**src/rtl/reduce_table_ctrl.sv**
```systemverilog
// reduce_table_ctrl: reduction table that merges child packets by {AlgType, Index} using a shared pipelined adder.
// Optional REDUCE_LEAF_BYPASS_EN routes unmatched leaf packets straight into the output register.
module reduce_table_ctrl #(
  parameter int ReductionTableSize = 2,
  parameter int AdderLatency = 14,
  parameter int DataWidth = 64,
  parameter int PayloadLen = 32
) (
  input  logic                  clk,
  input  logic                  rst,
  input  logic [DataWidth+2:0]  pkt_in,
  input  logic                  pkt_in_valid,
  output logic                  pkt_in_ready,
  output logic                  add_valid,
  output logic [PayloadLen-1:0] add_a,
  output logic [PayloadLen-1:0] add_b,
  input  logic [PayloadLen-1:0] add_result,
  output logic [DataWidth-1:0]  pkt_out,
  output logic                  pkt_out_valid,
  input  logic                  pkt_out_ready
);
  localparam int N = ReductionTableSize;
  localparam int IW = N > 1 ? $clog2(N) : 1;
  localparam int V = DataWidth - 1;
  localparam logic [DataWidth-1:0] TOP = {1'b1, {V{1'b0}}};
  logic [DataWidth-1:0] e_pkt [N];
  logic [2:0] e_ch [N];
  logic [3:0] e_wait [N];
  logic [N-1:0] e_cnt, e_leaf, e_out;
  logic [N-1:0] hit, done, cand, free;
  logic [IW-1:0] hit_idx, free_idx, done_idx, out_idx;
  logic [2:0] children;
  logic out_tbl, out_free, hs, any_hit, stall, byp, acc, do_add, do_alloc, ld_tbl;
  always_comb begin
    hit = '0;
    done = '0;
    free = '0;
    hit_idx = '0;
    free_idx = '0;
    done_idx = '0;
    for (int i = N - 1; i >= 0; i--) begin
      hit[i] = e_pkt[i][V] && e_pkt[i][51:46] == pkt_in[51:46];
      done[i] = e_pkt[i][V] && !e_cnt[i] && (e_ch[i] == 3'd0 || e_leaf[i]);
      free[i] = !e_pkt[i][V];
      if (hit[i]) hit_idx = IW'(i);
      if (free[i]) free_idx = IW'(i);
      if (done[i] && !e_out[i]) done_idx = IW'(i);
    end
  end
  assign cand = done & ~e_out;
  assign children = pkt_in[DataWidth+2:DataWidth];
  assign out_free = !pkt_out_valid || pkt_out_ready;
  assign hs = pkt_out_valid && pkt_out_ready;
  assign any_hit = |hit;
  // a matching entry that is busy or already done must not absorb another child
  assign stall = |(hit & (e_cnt | done));
`ifdef REDUCE_LEAF_BYPASS_EN
  assign byp = !any_hit && children == 3'd0 && out_free;
`else
  assign byp = 1'b0;
`endif
  assign pkt_in_ready = !rst && (any_hit ? !stall : (byp || |free));
  assign acc = pkt_in_valid && pkt_in_ready;
  assign do_add = acc && any_hit;
  assign do_alloc = acc && !any_hit && !byp;
  assign ld_tbl = out_free && |cand && !(acc && byp);
  always_ff @(posedge clk or posedge rst)
    if (rst) begin
      for (int i = 0; i < N; i++) begin
        e_pkt[i] <= '0;
        e_ch[i] <= '0;
        e_wait[i] <= '0;
      end
      e_cnt <= '0;
      e_leaf <= '0;
      e_out <= '0;
    end else
      for (int i = 0; i < N; i++)
        if (hs && out_tbl && out_idx == IW'(i)) begin
          e_pkt[i] <= '0;
          e_ch[i] <= '0;
          e_wait[i] <= '0;
          e_cnt[i] <= 1'b0;
          e_leaf[i] <= 1'b0;
          e_out[i] <= 1'b0;
        end else begin
          if (do_alloc && free_idx == IW'(i)) begin
            e_pkt[i] <= pkt_in[V:0] | TOP;
            e_ch[i] <= children;
            e_leaf[i] <= children == 3'd0;
          end
          if (do_add && hit_idx == IW'(i)) begin
            e_cnt[i] <= 1'b1;
            e_wait[i] <= 4'(AdderLatency);
          end else if (e_cnt[i]) begin
            if (e_wait[i] == 4'd0) begin
              e_pkt[i][PayloadLen-1:0] <= add_result;
              e_ch[i] <= e_ch[i] - 3'd1;
              e_cnt[i] <= 1'b0;
            end else
              e_wait[i] <= e_wait[i] - 4'd1;
          end
          if (ld_tbl && done_idx == IW'(i)) e_out[i] <= 1'b1;
        end
  always_ff @(posedge clk or posedge rst)
    if (rst) begin
      add_valid <= 1'b0;
      add_a <= '0;
      add_b <= '0;
      pkt_out <= '0;
      pkt_out_valid <= 1'b0;
      out_tbl <= 1'b0;
      out_idx <= '0;
    end else begin
      add_valid <= do_add;
      if (do_add) begin
        add_a <= e_pkt[hit_idx][PayloadLen-1:0];
        add_b <= pkt_in[PayloadLen-1:0];
      end
      if (acc && byp) begin
        pkt_out <= pkt_in[V:0] | TOP;
        pkt_out_valid <= 1'b1;
        out_tbl <= 1'b0;
      end else if (ld_tbl) begin
        pkt_out <= e_pkt[done_idx];
        pkt_out_valid <= 1'b1;
        out_tbl <= 1'b1;
        out_idx <= done_idx;
      end else if (hs)
        pkt_out_valid <= 1'b0;
    end
endmodule

```
**config.mk**
```make
export PLATFORM = sky130hd
export DESIGN_NAME = reduce_table_ctrl
export DESIGN_NICKNAME = d
export VERILOG_FILES = /design/src/rtl/reduce_table_ctrl.sv
export SDC_FILE = /design/constraint.sdc
export NUM_CORES = 1
export LEC_CHECK = 0
export BUFFER_PORTS_ARGS = -buffer_cell sky130_fd_sc_hd__buf_2
export CELL_PAD_IN_SITES_DETAIL_PLACEMENT = 0
export CELL_PAD_IN_SITES_GLOBAL_PLACEMENT = 1
export CORE_MARGIN = 8
export CORE_UTILIZATION = 43
export DETAILED_ROUTE_END_ITERATION = 6
export PLACE_DENSITY_LB_ADDON = 0.1
export RECOVER_POWER = 50
export SLEW_MARGIN = 20
export SYNTH_ARGS = -nofsm -noshare
export SYNTH_HDL_FRONTEND = slang
export SYNTH_SLANG_ARGS = --single-unit
```
**constraint.sdc**
```tcl
create_clock -name clk -period 12.6 [get_ports clk]
set_input_delay 2.52 -clock clk [delete_from_list [all_inputs] [get_ports clk]]
set_output_delay 2.52 -clock clk [all_outputs]
set_load 0.03 [all_outputs]
```
* After elaboration in Yosys (flattened, before gate mapping)
Cells that the tools add are included.
** Word-level totals
- Bits in registers :: 280
- Bits of input ports :: 103
- Output and inout bits :: 131
- Word-level logic and storage cells :: 153
** Cells by class
- Add/subtract/negate cells :: 4
- Magnitude comparators :: 2
- Equal/unequal tests :: 4
- Multiplexer cells :: 59
- Bitwise logic cells :: 10
- Reduce and logical (&&, ||, !) cells :: 54
** Operators with widths (count)
- $mux W64 :: 7
- $mux W32 :: 9
- $mux W4 :: 8
- $mux W3 :: 10
- $mux W1 :: 25
- $logic_and A1 B1 Y1 :: 23
- $eq A6 B6 Y1 :: 2
- $logic_not A1 Y1 :: 10
- $reduce_bool A2 Y1 :: 5
- $logic_not A3 Y1 :: 3
- $logic_not A4 Y1 :: 2
- $reduce_or A2 Y1 :: 4
- $sub A4 B1 Y4 const B :: 2
- $ne A3 B3 Y1 const B :: 2
- $reduce_bool A3 Y1 :: 2
- $sub A3 B1 Y3 const B :: 2
- $and A2 B2 Y2 :: 2
- $ge A2 B2 Y1 const B :: 2
- $not A1 Y1 :: 4
- $not A1 Y2 :: 2
- $reduce_and A2 Y1 :: 2
- $logic_or A1 B1 Y1 :: 3
- $not A2 Y2 :: 1
- $or A2 B2 Y2 :: 1

* Longest topological paths before layout
Gate-level depths: netlist (run 1).
- Word-level depth :: 17
- Gate-level depth with buffers :: 11
- Depth with buffers taken out :: 8

* Worst setup path before layout (run 1)
OpenSTA, ideal clock, no wires.
- Kind :: input to register
- Start point :: in rst
- End point :: reg e_leaf[1]
- Setup time :: 0.078 ns
- Arrival time :: 10.595 ns
- Required time :: 12.522 ns
- Slack :: 1.927 ns
- Stages :: 8
- Path buffers :: 2
- Cell sequence :: inv_1 -> nand2_1 -> or3_1 -> nor3_1 -> buf_2 -> buf_2 -> nand2_1 -> a21oi_1
** Between the ends
- Word-level cells in the longest chain between the ends :: 6
** RTL lines
- start: declaration :: RTL line 10 : input logic rst,
- $logic_not A1 Y1 (no source line)
- $logic_and A1 B1 Y1 :: RTL line 62 : assign pkt_in_ready = !rst && (any_hit ? !stall : (byp || |free));
- $logic_and A1 B1 Y1 :: RTL line 63 : assign acc = pkt_in_valid && pkt_in_ready;
- $logic_and A1 B1 Y1 :: RTL line 65 : assign do_alloc = acc && !any_hit && !byp;
- $logic_and A1 B1 Y1 :: RTL line 87 : if (do_alloc && free_idx == IW'(i)) begin
- $reduce_bool A2 Y1 (no source line)
- end signal: assignment :: RTL line 75 : e_leaf <= '0;
- end signal: indexed assignment :: RTL line 84 : e_leaf[i] <= 1'b0;
- end signal: indexed assignment :: RTL line 90 : e_leaf[i] <= children == 3'd0;
- end: declaration :: RTL line 29 : logic [N-1:0] e_cnt, e_leaf, e_out;
No other way between the ends.
A chain may end at the register's enable or synchronous reset.

==> flow_metrics.env, run 1 <==
export IMPL_placedCellCount=1800
export IMPL_cts_sinks=280
export IMPL_maxCapViolCount=4
export IMPL_drc=0
export IMPL_status="complete, but fails checks"
export IMPL_top_layer="met5"
export IMPL_cp_start_kind="input pin"
export IMPL_hold_viol=0
export IMPL_min_period_over_period_pct=64.0
export IMPL_synth_edf_count=0
export IMPL_drt_wl_total_microns=38500
export IMPL_fin_crit_ns=8.06
export IMPL_fp_dieW_microns=185
export IMPL_tightest_slew_ns=3.95
export IMPL_worstSetupPathType="input pin to async pin"
export IMPL_cts_tree="yes"
export IMPL_syn_num_nets=1369
export IMPL_rows=62
export IMPL_critPathArrivalTime_ns=7.75
export IMPL_cts_setup_buffers=0
export IMPL_grt_usage_pct=22.2
export IMPL_cp_end_kind="async pin"
export IMPL_vias_per_cell=5.54
export IMPL_cp_required_ns=12.28
export IMPL_fin_tns_setup_ns=0
export IMPL_drive_gt1_share_pct=15.7
export IMPL_numPortBuffers=232
export IMPL_netlist_cell_type_count=43
export IMPL_drt_met1_wl_microns=17200
export IMPL_ys_async_sr_fraction_pct=100
export IMPL_cts_resized=0
export IMPL_hp_start="add_a[20]"
export IMPL_fin_util_pct=51.6
export IMPL_syn_avg_cell_area_sq_um=9.77
export IMPL_synth_seq_cells=280
export IMPL_syn_to_final_growth_pct=19.3
export IMPL_slew_viol_final=296
export IMPL_power_leakage_nw=6.86
export IMPL_syn_area_sq_um=12300
export IMPL_gp_congestion=0.791
export IMPL_io_pins=234
export IMPL_start_util_pct=43.2
export IMPL_cts_max_level=2
export IMPL_vias=10300
export IMPL_drt_iter0_drc=752
export IMPL_syn_inst=1260
export IMPL_clockBufferDepth=3
export IMPL_cts_buffers=34
export IMPL_grt_pass1_wl_microns=60100
export IMPL_fin_nets=1561
export IMPL_rsz0062_at_grt="no"
export IMPL_hold_path_class="register to register"
export IMPL_ys_flop_type="dfrtp_1"
export IMPL_power_density_nw_per_um2=277
export IMPL_finClkSkew_ns=0.0151
export IMPL_num_fill_cells=2794
export IMPL_wl_met3_microns=2530
export IMPL_wl_met2_microns=18100
export IMPL_cts_hold_fix_buffers=0
export IMPL_die_area_sq_um=34300
export IMPL_clk_pin_slew_ns=0.06
export IMPL_routedWlPerCell_microns=20.7
export IMPL_coreArea_sq_um=28500
export IMPL_crit_fanout=80
export IMPL_rr_startpoint="pkt_out_valid"
export IMPL_grt_pass1_vias=10500
export IMPL_finalSetupViolations=0
export IMPL_dpl_hpwl_microns=22800
export IMPL_drt_pass1_iter_count=5
export IMPL_antenna_left=0
export IMPL_fmax_mhz=124
export IMPL_synth_warnings=0
export IMPL_yosysSeqAreaShare_pct=56.9
export IMPL_clk_latency_ns=0.50
export IMPL_ir_drop_mv=0.120
export IMPL_grt_antenna_before_repair=2
export IMPL_slew_headroom_pct=-163
export IMPL_grt_max_degree=81
export IMPL_violations="max-capacitance violations, max-slew violations"
export IMPL_grt_overflow_total=0
export IMPL_startpoint="rst"
export IMPL_root_buffer="clkbuf_16"
export IMPL_die_h_microns=185
export IMPL_fin_cells=1862
[per-stage QoR]
step / cell area (sq um) / power, W / hold WS [ns] / worst slack [ns]
after floorplan: 12300 / 0.00262 / 0.453 / 1.93
after global placement: 13700 / 0.00311 / 0.453 / 5.91
after detailed placement: 13700 / 0.00313 / 0.460 / 5.90
after CTS: 14900 / 0.00414 / 0.472 / 5.89
after global routing: 14700 / 0.00433 / 0.496 / 3.34
final: 14700 / 0.00406 / 0.469 / 4.54
[layer usage]
layer  vias up  global-route usage [%]
met5         -                       0
met4         2                    5.60
met3        48                    4.02
met2       333                    36.5
met1      5141                    30.0
li1       4800                       -
[report_power, final]
group / switching [W] / leakage [nW] / total, W / internal, W
clock: 0.000373 / 0.560 / 0.000993 / 0.000620
sequential: 0.000243 / 3.62 / 0.00153 / 0.00128
combinational: 0.00106 / 2.68 / 0.00154 / 0.000483
[layout make-up]
type	instances	area, sq um	share of cell area (%)
multi-input combinational	869	4850	33.0
antenna	2	5.00	0.0341
clock buffer	52	1020	6.96
clock inverter	8	115	0.784
tap	384	480	3.27
sequential	280	7010	47.7
inverter	14	53.8	0.367
timing repair buffer	253	1150	7.81
[registers in the layout, summed over array words and instances, names as in the netlist, 2 cells and up]
register / flops
e_wait: 8
e_out: 2
e_leaf: 2
e_cnt: 2
pkt_out: 64
add_b: 32
e_ch: 6
e_pkt: 128
add_a: 32
[final timing paths]
kind	to	slack [ns]	cells after the start
max in group clk	e_pkt[40]	4.71	8
min in group asynchronous	e_pkt[48]	3.15	2
hold reg to reg	add_a[20]	0.47	1
hold / removal	add_a[20]	0.47	1
setup / recovery	e_pkt[6]	4.54	3
setup reg to reg	pkt_out[1]	7.68	5
[cells in the final DEF (no fill, tap or decap), types with 4 or more instances in the layout]
| master | Yosys | layout |
|---|---|---|
| a21oi_1 | 274 | 274 |
| o21ai_0 | 68 | 68 |
| clkinv_2 | 0 | 5 |
| nand2_1 | 209 | 208 |
| buf_2 | 18 | 100 |
| buf_4 | 0 | 19 |
| nand3_1 | 8 | 5 |
| nor2_1 | 77 | 75 |
| a211oi_1 | 5 | 5 |
| nand2b_1 | 5 | 5 |
| o22ai_1 | 63 | 63 |
| mux2_2 | 15 | 15 |
| a22o_1 | 21 | 21 |
| clkbuf_1 | 64 | 145 |
| dfrtp_1 | 280 | 280 |
| a21o_1 | 32 | 32 |
| nor3_1 | 9 | 6 |
| inv_1 | 12 | 11 |
| a22o_2 | 11 | 11 |
| xnor2_1 | 11 | 11 |
| clkbuf_16 | 0 | 37 |
| ha_1 | 6 | 6 |
| clkbuf_8 | 0 | 4 |
| nor3b_1 | 4 | 4 |
| mux2_4 | 17 | 17 |
| xor2_1 | 5 | 5 |
[critical path, stage by stage]
cell	delay (ns)
clkbuf_1	0.11
clkinvlp_2	2.10
clkbuf_1	2.92
[synthesized netlist by cell type, drive strengths merged, types with 5 or more instances]
master | n | area share, %
nand3 | 8 | 0.33
o21ai | 68 | 2.8
inv | 14 | 0.43
o22ai | 63 | 3.2
xnor2 | 11 | 0.78
dfrtp | 280 | 57
clkbuf | 64 | 2.0
buf | 33 | 1.8
ha | 6 | 0.61
nand2 | 209 | 6.4
a21oi | 274 | 11
a22o | 32 | 2.4
nor3 | 9 | 0.37
xor2 | 5 | 0.36
nor2 | 77 | 2.3
mux2 | 32 | 3.4
a21o | 32 | 2.0
nand2b | 5 | 0.25
a211oi | 5 | 0.31
[cells by family after synthesis]
family / after synthesis / synth area share, %
and+or+nand+nor: 330 / 11.1
AOI/OAI and AO/OA: 485 / 22.6
buffers and inverters: 111 / 4.18
adders and majority gates: 6 / 0.610
muxes: 32 / 3.45
xor gates and xnor gates: 16 / 1.14
DFF: 280 / 56.9
Note: power is estimated with default switching activity, not from simulation.
==> run 2, diff against run 1 <==
==> constraint.sdc (replaced) <==
create_clock -name clk -period 7.5 [get_ports clk]
set_input_delay 1.5 -clock clk [delete_from_list [all_inputs] [get_ports clk]]
set_output_delay 1.5 -clock clk [all_outputs]
set_load 0.03 [all_outputs]
==> run 2 against run 1 <==
Non-clock buffer count down 2. Sequential cell count unchanged. Worst hold slack improved by 0.0049 ns. Clock power increased by 48%. Highest routed layer unchanged. Via count shrank 0.14%. Combinational power increased by 69%. Core utilization is 0.38 points lower. The flow still finishes with violations (max-capacitance violations, max-slew violations). Total power increased by 63%. Worst setup slack got worse by 2.5 ns.
==> flow_metrics.env, run 2 (same netlist as run 1, synthesis figures left out) <==
export IMPL_drc=0
export IMPL_rows=62
export IMPL_power_leakage_nw=6.81
export IMPL_drt_pass1_iter_count=5
export IMPL_status="complete, but fails checks"
export IMPL_cp_start_kind="input pin"
export IMPL_largestRegisters="e_pkt: 128 flops, pkt_out: 64 flops"
export IMPL_root_buffer="clkbuf_16"
export IMPL_slew_viol_final=130
export IMPL_drt_wl_total_microns=38800
export IMPL_r2r_end="pkt_out[61]"
export IMPL_largest_reg_flops=128
export IMPL_dp_slack_ns=2.83
export IMPL_fin_tns_setup_ns=0
export IMPL_slew_headroom_pct=-125
export IMPL_io_pins=234
export IMPL_fin_util_pct=51.2
export IMPL_min_period_over_period_pct=72.8
export IMPL_crit_cells=6
export IMPL_drive_gt1_share_pct=15.5
export IMPL_crit_path_max_incr_delay_ns=2.45
export IMPL_cts_max_level=1
export IMPL_reg2reg_depth=5
export IMPL_cts_tree="yes"
export IMPL_path_delay_family="simple AND/OR/NAND/NOR gates"
export IMPL_cts_hold_fix_buffers=0
export IMPL_vias_per_cell=5.56
export IMPL_grt_pass1_vias=10800
export IMPL_clk_pin_slew_ns=0.06
export IMPL_cp_cell_sequence="clkbuf_1 -> nand2b_1 -> a21boi_4 -> buf_4 -> nor2_1 -> a21oi_1"
export IMPL_finalSetupViolations=0
export IMPL_vias=10300
export IMPL_cts_resized=0
export IMPL_tightest_slew_ns=3.37
export IMPL_dpl_hpwl_microns=22500
export IMPL_die_h_microns=185
export IMPL_ir_drop_mv=0.222
export IMPL_top_register="e_pkt"
export IMPL_antenna_left=0
export IMPL_cp_end_kind="register"
export IMPL_start_util_pct=43.2
export IMPL_violations="max-capacitance violations, max-slew violations"
export IMPL_cts_setup_buffers=0
export IMPL_clockBufferDepth=3
export IMPL_startpoint="pkt_out_ready"
export IMPL_fin_ws_ns=2.04
export IMPL_coreArea_sq_um=28500
export IMPL_endpoint="pkt_out[61]"
export IMPL_gp_congestion=0.757
export IMPL_grt_overflow_total=0
export IMPL_grt_max_degree=182
export IMPL_hold_path_class="register to register"
export IMPL_grt_pass1_wl_microns=61100
export IMPL_maxCapViolCount=3
export IMPL_cts_buffers=31
export IMPL_cp_required_ns=7.91
export IMPL_power_density_nw_per_um2=455
export IMPL_finalPower_w=0.00663
export IMPL_rrSetupSlack_ns=2.85
export IMPL_die_area_sq_um=34300
export IMPL_drt_iter0_drc=793
export IMPL_fin_nets=1556
export IMPL_fin_crit_ns=5.46
export IMPL_path_buf_inv=2
export IMPL_rsz0062_at_grt="no"
export IMPL_finClkSkew_ns=0.00997
export IMPL_rr_startpoint="pkt_out_valid"
export IMPL_crit_slowest_cell="nand2b_1"
export IMPL_syn_to_final_growth_pct=18.4
export IMPL_grt_usage_pct=22.4
export IMPL_crit_fanout=69
export IMPL_final_common_cell="dfrtp_1"
export IMPL_numPortBuffers=232
export IMPL_cts_sinks=280
export IMPL_worstSetupPathType="input pin to register"
export IMPL_clk_latency_ns=0.55
export IMPL_fp_dieW_microns=185
export IMPL_grt_antenna_before_repair=3
export IMPL_routedWlPerCell_microns=20.9
export IMPL_final_cell_mix="dfrtp_1, a21oi_1, nand2_1, clkbuf_1, buf_2"
export IMPL_critPathArrivalTime_ns=5.87
export IMPL_fmax_mhz=183
export IMPL_hold_viol=0
run 2: changes by cell type in the layout (fill, tap and decap cells not counted), sizes merged:
cell,previous run,this run
diode,2,1
clkbuf,186,181
clkinv,5,4
bufinv,3,1
run 2: report_power, final:
part | leakage, nW | internal, W | switching, W
logic | 2.71 | 0.000820 | 0.00178
registers | 3.62 | 0.00216 | 0.000410
clock network | 0.481 | 0.000867 | 0.000602
run 2: how the worst min path moves through the flow:
stage / startpoint / to / slack (ns) / depth (start not counted)
detailed placement: pkt_out[63] / pkt_out[63] / 0.46 / 1
global route: add_a[27] / add_a[27] / 0.49 / 1
floorplan: e_ch[3] / e_ch[3] / 0.45 / 1
finish: add_a[21] / add_a[21] / 0.47 / 1
CTS: pkt_out[63] / pkt_out[63] / 0.47 / 1
global placement: pkt_out[63] / pkt_out[63] / 0.45 / 1
run 2: per-stage QoR:
step	std cells	area, sq um	hold slack, ns
after detailed placement	1796	13700	0.455
after floorplan	1260	12300	0.453
after global placement	1796	13700	0.449
final	1853	14600	0.474
after CTS	1850	14700	0.470
after global routing	1853	14600	0.490
run 2: cell type report:
type                            instances  area, sq um
Multi-Input combinational cell        869         4860
Fill cell                            2818        13900
Clock inverter                          5         50.0
Timing Repair Buffer                  251         1190
Tap cell                              384          480
Clock buffer                           49          923
Sequential cell                       280         7010
Antenna cell                            1         2.50
Inverter                               14         53.8
run 2: layer usage:
layer  track usage (%)  share of wire, %
met5                 0             0.059
met4              4.99               1.7
met3              3.63               6.4
met2              37.3                47
met1              30.5                44
==> run 3, diff against run 2 <==
--- a/config.mk
+++ b/config.mk
@@ -9,7 +9,7 @@
 export CELL_PAD_IN_SITES_DETAIL_PLACEMENT = 0
 export CELL_PAD_IN_SITES_GLOBAL_PLACEMENT = 1
 export CORE_MARGIN = 8
-export CORE_UTILIZATION = 43
+export CORE_UTILIZATION = 38
 export DETAILED_ROUTE_END_ITERATION = 6
 export PLACE_DENSITY_LB_ADDON = 0.1
 export RECOVER_POWER = 50
==> constraint.sdc (replaced) <==
create_clock -name clk -period 4.77 [get_ports clk]
set_input_delay 0.954 -clock clk [delete_from_list [all_inputs] [get_ports clk]]
set_output_delay 0.954 -clock clk [all_outputs]
set_load 0.03 [all_outputs]
==> run 3 against run 2 <==
The run still ends with max-capacitance violations, max-slew violations left. Sequential cell count unchanged. Final cell count rose by 2.4%. Wire length increased by 6.1%. Largest power group unchanged. Largest cell class unchanged. Core utilization down 4.8 points. Clock power grew 78%. Worst setup slack worse by 0.93 ns. Sequential power is 57% higher. Global-route usage decreased by 1.3 points.
==> flow_metrics.env, run 3 (same netlist as run 1, synthesis figures left out) <==
export IMPL_fmax_mhz=273
export IMPL_critPathArrivalTime_ns=2.70
export IMPL_largestRegisters="e_pkt: 128 flops, pkt_out: 64 flops"
export IMPL_cts_max_level=2
export IMPL_routedWlPerCell_microns=21.7
export IMPL_pwr_share_comb_pct=38.5
export IMPL_antenna_left=0
export IMPL_numPortBuffers=232
export IMPL_slew_headroom_pct=-80.5
export IMPL_ir_drop_mv=0.322
export IMPL_clk_pin_slew_ns=0.06
export IMPL_dpl_hpwl_microns=24700
export IMPL_drt_iter0_drc=609
export IMPL_crit_fanout=4
export IMPL_worstSetupPathType="input pin to output port"
export IMPL_status="complete, but fails checks"
export IMPL_crit_slowest_cell="or4_1"
export IMPL_drc=0
export IMPL_placedCellCount=1830
export IMPL_min_period_over_period_pct=76.7
export IMPL_path_buf_inv=2
export IMPL_cts_tree="yes"
export IMPL_vias=10500
export IMPL_rsz0062_at_grt="no"
export IMPL_switching_power_w=0.00450
export IMPL_clockPowerShare_pct=24.2
export IMPL_cts_sinks=280
export IMPL_violations="max-capacitance violations, max-slew violations"
export IMPL_cp_cell_sequence="buf_2 -> xnor2_1 -> nand4_1 -> or4_1 -> nand2_1 -> o21ai_0 -> nor2_1 -> buf_2"
export IMPL_grt_pass1_wl_microns=64500
export IMPL_grt_max_degree=167
export IMPL_largest_reg_flops=128
export IMPL_switching_share_pct=41.6
export IMPL_coreArea_sq_um=32200
export IMPL_power_density_nw_per_um2=724
export IMPL_clockBufferDepth=3
export IMPL_die_area_sq_um=38400
export IMPL_crit_path_max_incr_delay_ns=0.56
export IMPL_rows=66
export IMPL_maxCapViolCount=2
export IMPL_final_cell_mix="dfrtp_1, a21oi_1, nand2_1, clkbuf_1, buf_2"
export IMPL_fin_tns_setup_ns=0
export IMPL_grt_pass1_vias=10800
export IMPL_start_util_pct=38.2
export IMPL_io_pins=234
export IMPL_cts_setup_buffers=0
export IMPL_cts_resized=0
export IMPL_power_leakage_nw=6.95
export IMPL_grt_overflow_total=0
export IMPL_cp_end_kind="output port"
export IMPL_vias_per_cell=5.51
export IMPL_gp_congestion=0.757
export IMPL_drt_pass1_iter_count=5
export IMPL_grt_usage_pct=21.1
export IMPL_fin_nets=1567
export IMPL_cpMostUsedCell="buf_2"
export IMPL_cp_start_kind="input pin"
export IMPL_root_buffer="clkbuf_16"
export IMPL_finalPower_w=0.0108
export IMPL_cts_hold_fix_buffers=0
export IMPL_final_common_cell="dfrtp_1"
export IMPL_cts_buffers=34
export IMPL_fp_dieW_microns=196
export IMPL_p_int_w=0.00631
export IMPL_die_h_microns=196
export IMPL_top_register="e_pkt"
export IMPL_drive_gt1_share_pct=17.5
export IMPL_grt_antenna_before_repair=3
export IMPL_syn_to_final_growth_pct=21.5
export IMPL_tightest_slew_ns=2.70
export IMPL_finClkSkew_ns=0.0153
export IMPL_finalSetupViolations=0
export IMPL_cp_required_ns=3.82
export IMPL_hold_viol=0
export IMPL_fin_cells=1898
export IMPL_path_delay_family="simple AND/OR/NAND/NOR gates"
export IMPL_clk_latency_ns=0.51
export IMPL_num_fill_cells=3199
export IMPL_slew_viol_final=78
export IMPL_drt_wl_total_microns=41200
export IMPL_fin_crit_ns=3.66
export IMPL_seqPwrFrac_pct=37.3
export IMPL_fin_util_pct=46.4
export IMPL_hold_path_class="register to register"
run 3: changes by cell type in the layout (fill, tap and decap cells not counted), sizes merged:
cell,change
clkinv,+3
buf,+7
clkbuf,+6
diode,+5
run 3: final timing paths:
| path | from | end | slack (ns) | depth (start not counted) |
|---|---|---|---|---|
| hold reg to reg | pkt_out[63] | pkt_out[63] | 0.46 | 1 |
| setup / recovery | pkt_in[46] | pkt_in_ready | 1.11 | 8 |
| max in group asynchronous | rst | e_pkt[42] | 1.23 | 4 |
| setup reg to reg | pkt_out_valid | e_pkt[113] | 1.45 | 4 |
| hold / removal | pkt_out[63] | pkt_out[63] | 0.46 | 1 |
| min in group asynchronous | rst | e_pkt[127] | 1.51 | 3 |
run 3: routing by layer:
layer  global-route usage (%)  wire [microns]
met1                     28.4           18200
met2                     34.5           19700
met4                     5.95             770
met3                     4.13            2510
met5                        0               0
run 3: area by class of cell:
| cell class | instances | area (sq um) | area share (%) |
|---|---|---|---|
| diodes | 6 | 15.0 | 0.100 |
| clock buffers | 54 | 1080 | 7.22 |
| clock inverters | 8 | 68.8 | 0.460 |
| inverters | 14 | 56.3 | 0.377 |
| multi-input cells | 869 | 4940 | 33.0 |
| flip-flops and latches | 280 | 7010 | 46.9 |
| well taps | 408 | 510 | 3.42 |
| repair buffers | 259 | 1270 | 8.51 |
run 3: through the flow:
stage	hold slack, ns	worst slack, ns	instance area (sq um)
2_1_floorplan	0.453	-1.67	12400
3_3_place_gp	0.450	1.17	13900
3_5_place_dp	0.450	1.15	14000
4_1_cts	0.466	1.14	15100
5_1_grt	0.490	0.652	14900
6_report	0.463	1.11	14900
run 3: power by group through the flow:
stage                     Clock (W)  Sequential, W  Combinational (W)
after global routing        0.00278        0.00418            0.00463
after floorplan                   0        0.00476            0.00220
final                       0.00262        0.00403            0.00416
after global placement            0        0.00403            0.00429
after detailed placement          0        0.00406            0.00436
after CTS                   0.00269        0.00403            0.00437
